**src/rtl/q2_lcd.sv**
```systemverilog
// Memory-mapped HD44780-style character display controller on the q2 bus.
// CPU writes are decoded into LCD operations, queued, and replayed with enable/delay timing.
module q2_lcd #(
    parameter logic [11:0] ADDR        = 12'hFFF,
    parameter int          DEPTH_LOG2  = 3,
    parameter int          INIT_CYCLES = 15000,
    parameter int          E_CYCLES    = 1,
    parameter int          CMD_CYCLES  = 40,
    parameter int          CLR_CYCLES  = 1600
) (
    input  logic        clk,
    input  logic        rst,
    input  logic [11:0] abus,
    input  logic [11:0] dbus_in,
    output logic [11:0] dbus_out,
    output logic        dbus_oe,
    input  logic        wrm,
    input  logic        rdm,
    output logic        lcd_rs,
    output logic        lcd_e,
    output logic [7:0]  lcd_db,
    output logic        busy
);

    localparam int DEPTH = 1 << DEPTH_LOG2;
    localparam int CNT_W = $clog2(INIT_CYCLES + CLR_CYCLES + CMD_CYCLES + E_CYCLES + 2);

    typedef enum logic [2:0] {
        ST_POWERUP,
        ST_INIT,
        ST_IDLE,
        ST_SETUP,
        ST_PULSE,
        ST_WAIT
    } state_t;

    // ------------------------------------------------------------------
    // Bus write detect and command decode
    // ------------------------------------------------------------------
    logic       wr_q_reg;
    logic       accept;
    logic       push_req;
    logic [8:0] push_data;
    logic       unused_bits;

    assign accept      = wrm && !wr_q_reg && (abus == ADDR);
    assign unused_bits = ^dbus_in[11:9];

    always_ff @(posedge clk) begin
        if (rst) wr_q_reg <= 1'b0;
        else     wr_q_reg <= wrm;
    end

    always_comb begin
        push_req  = 1'b0;
        push_data = 9'h000;
        if (accept) begin
            if (!dbus_in[8]) begin
                push_req  = 1'b1;
                push_data = {1'b1, dbus_in[7:0]};
            end else if (dbus_in[7]) begin
                push_req  = 1'b1;
                push_data = {1'b0, 1'b1, dbus_in[6:0]};
            end else if (dbus_in[0]) begin
                push_req  = 1'b1;
                push_data = {1'b0, 8'h01};
            end
        end
    end

    // ------------------------------------------------------------------
    // Operation FIFO, entries are {rs, byte}
    // ------------------------------------------------------------------
    logic [8:0]            mem [DEPTH];
    logic [DEPTH_LOG2-1:0] wr_ptr_reg, rd_ptr_reg;
    logic [DEPTH_LOG2:0]   count_reg;
    logic                  full;
    logic                  empty;
    logic                  push_ok;
    logic                  pop;

    assign full    = (count_reg == (DEPTH_LOG2 + 1)'(DEPTH));
    assign empty   = (count_reg == '0);
    // Full is judged on the registered count, so a same-cycle pop cannot rescue a push.
    assign push_ok = push_req && !full;

    always_ff @(posedge clk) begin
        if (push_ok) mem[wr_ptr_reg] <= push_data;
    end

    always_ff @(posedge clk) begin
        if (rst) begin
            wr_ptr_reg <= '0;
            rd_ptr_reg <= '0;
            count_reg  <= '0;
        end else begin
            if (push_ok) wr_ptr_reg <= wr_ptr_reg + 1'b1;
            if (pop)     rd_ptr_reg <= rd_ptr_reg + 1'b1;
            case ({push_ok, pop})
                2'b10:   count_reg <= count_reg + 1'b1;
                2'b01:   count_reg <= count_reg - 1'b1;
                default: count_reg <= count_reg;
            endcase
        end
    end

    // ------------------------------------------------------------------
    // Display sequencer
    // ------------------------------------------------------------------
    state_t           state_reg, state_next;
    logic [CNT_W-1:0] cnt_reg, cnt_next;
    logic [1:0]       idx_reg, idx_next;
    logic             init_reg, init_next;
    logic             rs_reg, rs_next;
    logic [7:0]       db_reg, db_next;
    logic             e_reg, e_next;
    logic [CNT_W-1:0] wait_last;

    function automatic logic [7:0] init_byte(input logic [1:0] i);
        case (i)
            2'd0:    return 8'h38;
            2'd1:    return 8'h0C;
            2'd2:    return 8'h06;
            default: return 8'h01;
        endcase
    endfunction

    // Clear needs the long settle time; everything else uses the normal command delay.
    assign wait_last = (!rs_reg && db_reg == 8'h01) ? CNT_W'(CLR_CYCLES - 1)
                                                    : CNT_W'(CMD_CYCLES - 1);

    always_comb begin
        state_next = state_reg;
        cnt_next   = cnt_reg;
        idx_next   = idx_reg;
        init_next  = init_reg;
        rs_next    = rs_reg;
        db_next    = db_reg;
        pop        = 1'b0;
        case (state_reg)
            ST_POWERUP: begin
                if (cnt_reg == CNT_W'(INIT_CYCLES - 1)) begin
                    state_next = ST_INIT;
                    cnt_next   = '0;
                    idx_next   = 2'd0;
                    init_next  = 1'b1;
                end else begin
                    cnt_next = cnt_reg + 1'b1;
                end
            end
            ST_INIT: begin
                rs_next    = 1'b0;
                db_next    = init_byte(idx_reg);
                cnt_next   = '0;
                state_next = ST_SETUP;
            end
            ST_IDLE: begin
                if (!empty) begin
                    pop               = 1'b1;
                    {rs_next, db_next} = mem[rd_ptr_reg];
                    cnt_next          = '0;
                    state_next        = ST_SETUP;
                end
            end
            ST_SETUP: begin
                cnt_next   = '0;
                state_next = ST_PULSE;
            end
            ST_PULSE: begin
                if (cnt_reg == CNT_W'(E_CYCLES - 1)) begin
                    cnt_next   = '0;
                    state_next = ST_WAIT;
                end else begin
                    cnt_next = cnt_reg + 1'b1;
                end
            end
            ST_WAIT: begin
                if (cnt_reg == wait_last) begin
                    cnt_next = '0;
                    if (init_reg && idx_reg != 2'd3) begin
                        idx_next   = idx_reg + 1'b1;
                        state_next = ST_INIT;
                    end else begin
                        init_next  = 1'b0;
                        state_next = ST_IDLE;
                    end
                end else begin
                    cnt_next = cnt_reg + 1'b1;
                end
            end
            default: state_next = ST_POWERUP;
        endcase
        e_next = (state_next == ST_PULSE);
    end

    always_ff @(posedge clk) begin
        if (rst) begin
            state_reg <= ST_POWERUP;
            cnt_reg   <= '0;
            idx_reg   <= 2'd0;
            init_reg  <= 1'b1;
            rs_reg    <= 1'b0;
            db_reg    <= 8'h00;
            e_reg     <= 1'b0;
        end else begin
            state_reg <= state_next;
            cnt_reg   <= cnt_next;
            idx_reg   <= idx_next;
            init_reg  <= init_next;
            rs_reg    <= rs_next;
            db_reg    <= db_next;
            e_reg     <= e_next;
        end
    end

    assign lcd_rs   = rs_reg;
    assign lcd_db   = db_reg;
    assign lcd_e    = e_reg;
    assign busy     = (state_reg != ST_IDLE) || !empty;
    assign dbus_out = {11'h7FF, full};
    assign dbus_oe  = rdm && (abus == ADDR);

endmodule

```
**config.mk**
```make
export PLATFORM = sky130hd
export DESIGN_NAME = q2_lcd
export DESIGN_NICKNAME = d
export VERILOG_FILES = /design/src/rtl/q2_lcd.sv
export SDC_FILE = /design/constraint.sdc
export NUM_CORES = 1
export LEC_CHECK = 0
export ABC_AREA = 1
export CAP_MARGIN = 0
export CELL_PAD_IN_SITES_DETAIL_PLACEMENT = 0
export CELL_PAD_IN_SITES_GLOBAL_PLACEMENT = 1
export CORE_ASPECT_RATIO = 1.2
export CORE_UTILIZATION = 35
export DETAILED_ROUTE_END_ITERATION = 12
export DONT_BUFFER_PORTS = 1
export GPL_TIMING_DRIVEN = 0
export PLACE_DENSITY = 0.68
export SYNTH_ARGS = -nofsm -noshare
export SYNTH_HDL_FRONTEND = slang
export SYNTH_SLANG_ARGS = --single-unit
export TNS_END_PERCENT = 50
```
**constraint.sdc**
```tcl
create_clock -name clk -period 2.7 [get_ports clk]
set_input_delay 0.54 -clock clk [delete_from_list [all_inputs] [get_ports clk]]
set_output_delay 0.54 -clock clk [all_outputs]
set_load 0.01 [all_outputs]
```
==> metrics.yaml <==
arrival_ps: 2590
fillers: 1526
cts.path.max_buffers: 2
nNetsFinal: 666
hpwl_um: 9650
worstSetupPathType: "reg -> reg"
port_buffers: 0
whs_ps: 256
timing.fmax_mhz: 390
slew_headroom: 0.375
pre_cts_slack_ps: -129
cts_buffers: 17
crit_path_max_fanout: 9
cts_sinks: 117
skew_ps: 5.39
drc: 0
final-seq-area_um2: 3060
hold_path_class: "in -> reg"
wirelength_um: 13200
pin_count: 52
drtIter0Drc: 265
post_dp_cell_area_um2: 5830
max-cap-violations: 0
use_met3: 0.0510
grt_most_used_layer: "met2"
ctsHoldBuffers: 0
first_pass_iters: 4
cp-start-kind: "flop"
syn_inst: 594
wl_per_cell_um: 15.7
ant_nets: 0
via_per_inst: 4.92
required_ps: 2730
cts-root-buf: "clkbuf_16"
die_h_um: 140
globalRouteOverflowTotal: 0
grt_usage: 0.176
hold_viol_final: 0
gp_congestion: 0.863
area_growth_pct: 16.6
drv_slew: 0
ys_ff_latch: 117
total_power_mw: 4.16
grt_pass1_wl_um: 21300
insertion_delay_ps: 410
worst_pin_slew_ps: 932
globalRouteMet2Util: 0.301
synth.avg_cell_area_um2: 9.30
final_common_cell: "nor2_1"
fin_crit_sh: 0.949
die_area_um2: 16300
start_util: 0.363
final_cell_mix: "nor2_1, nand2_1, edfxtp_1"
power_per_cell_area_nw_per_um2: 646
outcome: "completed"
yosysSeqAreaShare: 0.554
num_vias: 4144
design_area_um2: 6440
grt_pass1_vias: 4126
yosysUniqueCellTypes: 40
core_um2: 15200
gr-usage-met1: 0.200
rows: 49
worst_setup_path_end_kind: "flop"
yosys_warnings: 0
peakVddDrop_v: 0.000448
drive_gt1_frac: 0.138
path_clk_slew_ps: 50
die_w_um: 117
syn-cell-area_um2: 5530
cts_tree: "yes"
leakage_nw: 2.43
largest_reg_flops: 72
min_period_ps: 2560
worst_slack_ps: 139
multi_input_area_um2: 2100
grt_max_degree: 17
antenna_found_initial: 0
finalSetupViolations: 0
synthFlopType: "edfxtp_1"
h-tree-depth: 4
synth_edf_count: 72
diodes: 0
async_flop_share: 0
-- cell usage after synthesis (2+ instances only) --
| library cell | count | area (um2) |
|---|---|---|
| nor2_1 | 104 | 390 |
| edfxtp_1 | 72 | 2160 |
| nand2_1 | 72 | 270 |
| o21ai_0 | 56 | 280 |
| inv_1 | 53 | 199 |
| dfxtp_1 | 45 | 901 |
| nand3_1 | 29 | 145 |
| a21oi_1 | 27 | 135 |
| o211ai_1 | 18 | 135 |
| buf_4 | 12 | 90.1 |
| nand4_1 | 12 | 75.1 |
| nor3_1 | 12 | 60.1 |
| ha_1 | 11 | 138 |
| clkbuf_1 | 9 | 33.8 |
| xor2_1 | 8 | 70.1 |
| buf_2 | 7 | 35.0 |
| inv_2 | 7 | 26.3 |
| nor2_4 | 5 | 56.3 |
| a31oi_1 | 4 | 25.0 |
| a21oi_2 | 3 | 26.3 |
| nand2_8 | 3 | 60.1 |
| nor2_2 | 3 | 18.8 |
| buf_6 | 2 | 22.5 |
| nand3_2 | 2 | 20.0 |
| nor3b_1 | 2 | 15.0 |
| xnor2_1 | 2 | 17.5 |
-- area by class of cell --
class / count / area share
Buffer: 31 / 0.0288
Clock buffer: 18 / 0.0666
Clock inverter: 14 / 0.0237
Inverter: 61 / 0.0363
Multi-Input combinational cell: 395 / 0.326
Sequential cell: 117 / 0.476
Tap cell: 204 / 0.0396
Timing Repair Buffer: 3 / 0.00311
-- cell families after synthesis --
family	synth area share
AND/OR/NAND/NOR	0.210
AO/OA/AOI/OAI	0.113
adder cells (fa/ha/maj)	0.0285
multiplexers	0.00181
flip-flops	0.554
other	0.000679
XOR/XNOR	0.0159
buffers and inverters	0.0759
-- final timing paths --
kind         cells after the start  slack (ps)        end          from
max                              8         140  mem[6][2]  count_reg[1]
min                              2         260   wr_q_reg           wrm
max reg2reg                      8         140  mem[6][2]  count_reg[1]
min reg2reg                      2         470   init_reg      init_reg
-- stage by stage --
step	instances	TNS [ps]	util
floorplan	604	0	-
global placement	808	-6240	0.383
detailed placement	809	-1350	0.384
CTS	841	0	0.422
global route	843	-13.9	0.424
finish	843	0	0.424
-- layer usage --
layer	up-vias	part of all wire	wire [um]
li1	2059	-	-
met1	1981	0.42	5600
met2	81	0.51	6780
met3	23	0.044	582
met4	0	0.020	270
met5	-	0	0
-- power breakdown --
part	leakage [nW]	internal, mW	total [mW]	switching [mW]
Combinational	1.12	0.0261	0.0674	0.0413
Clock	0.275	1.37	2.21	0.840
Sequential	1.03	1.88	1.88	0.00390
-- critical path, stage by stage (launching register included) --
cell     delay (ps)
dfxtp_1         360
inv_1            90
nand3_1         180
nor2_1          130
a31oi_1         250
nand3_2         180
inv_1           130
nand2_1         140
nor2_1          730
-- timing repair --
item / 4_1_cts / 5_1_grt
endpoints found under the setup margin: 9 / 37
pin swaps: 0 / 1
gates resized for setup: 1 / 2
cloned: 0 / 0
buffers inserted: 0 / 2
(Power assumes the default switching activity.)
==> patch, RTL diff (same settings) <==
The parameter `INIT_CYCLES` goes from 15000 to 3750.
--- a/src/rtl/q2_lcd.sv
+++ b/src/rtl/q2_lcd.sv
@@ -5,3 +5,3 @@
     parameter int          DEPTH_LOG2  = 3,
-    parameter int          INIT_CYCLES = 15000,
+    parameter int          INIT_CYCLES = 3750,
     parameter int          E_CYCLES    = 1,
Check against the original RTL: same outputs for any inputs over 10 cycles, from zero or initial values and one cycle with rst high; that may be too few to reach the edited logic, so the function may still have changed.
==> patch against the unedited design <==
- final cell count fell by 2.3%
- total power rose by 7.2%
- die area fell by 1.2%
- design area rose by 0.21%
- clock power rose by 15%
- non-clock buffer count fell by 2
- sequential cell count fell by 2
- highest routed layer unchanged
- worst setup slack improved by 0.042 ns
- wire length rose by 3.8%
- synthesized area fell by 1.2%
- critical path type unchanged
- synthesized cell count fell by 3.0%
- count of clock-buffer cells in the layout rose by 1
==> patch: results (changes against the unedited design) <==
[finish]
layout.core_utilization = 0.428  ; +0.00436
drive_above_1_share = 0.140  ; +0.00261
area.sequential_sq_mm = 0.00302  ; -1.3%
finalNetCount = 648  ; -2.7%
multi_input_logic_area_sq_mm = 0.00211  ; +0.54%
buffers_excl_clock = 32  ; -5.9%
layout.clock.cell_area_share = 0.103  ; +0.0128
final.fill_count = 1515  ; -0.72%

[yosys]
postSynthRegisterBits = 115  ; -1.7%
synthDistinctLibCells = 45  ; +13%
synth_compound_area_frac = 0.115  ; +0.00234
synth_xor_xnor_area_share = 0.0112  ; -0.00462
yosys-top-cells-count = sky130_fd_sc_hd__nor2_1 (97), sky130_fd_sc_hd__nand2_1 (95), sky130_fd_sc_hd__edfxtp_1 (72)
post_synth_mux_area_share = 0.0220  ; +0.0202
synth-adder-area-share = 0.0312  ; +0.00265

[detailed_routing]
drt_iter0_drc = 262  ; -1.1%
dr_total_vias = 4075  ; -1.7%
via_per_inst = 4.95  ; +0.60%
route.met3.wl_um = 667  ; +15%

[placement]
post_dp_cell_area_sq_mm = 0.00575  ; -1.4%
dp_slack_ns = -0.214  ; -0.0851 ns
dp_cells = 790  ; -2.3%
detailed_place_hpwl_um = 9570  ; -0.88%

[min_path]
hold_path_depth = 1  ; -1
holdCritStartpoint = rst
hold_end = wr_ptr_reg[1]

[pwr]
part_of_the_total_power_dissipated_in_sequential_elements = 0.417  ; -0.036
power.ir.vdd_worst_v = 0.000363  ; -19%
power.share.clock = 0.570  ; +0.039

[global_routing]
grt_pass1_wl_um = 21200  ; -0.32%
first_global_vias = 4044  ; -2.0%
grt_use_met3 = 0.0406  ; -0.0103

[outcome]
result_of_the_run = finished clean

[sta]
final.hold.worst_slack_ns = 0.207  ; -0.0490 ns

[setup_path]
critical_path.max_stage_delay_ns = 0.81  ; +0.08 ns
timing.reg2reg.setup_slack_ns = 0.18  ; +0.04 ns

==> patch: cell types whose count changed after synthesis, moves of 4 or more <==
| cell | before | now |
|---|---|---|
| sky130_fd_sc_hd__mux2i_1 | 1 | 12 |
| sky130_fd_sc_hd__nand2_1 | 72 | 95 |
| sky130_fd_sc_hd__nand3_1 | 29 | 12 |
| sky130_fd_sc_hd__o32ai_1 | 0 | 6 |
| sky130_fd_sc_hd__a21oi_1 | 27 | 36 |
| sky130_fd_sc_hd__nand2_2 | 1 | 8 |
| sky130_fd_sc_hd__nor2_1 | 104 | 97 |
| sky130_fd_sc_hd__o211ai_1 | 18 | 7 |
| sky130_fd_sc_hd__nand4_1 | 12 | 3 |
| sky130_fd_sc_hd__nor3_1 | 12 | 8 |
| sky130_fd_sc_hd__o21ai_0 | 56 | 34 |
| sky130_fd_sc_hd__inv_1 | 53 | 45 |
| sky130_fd_sc_hd__o221ai_1 | 1 | 12 |
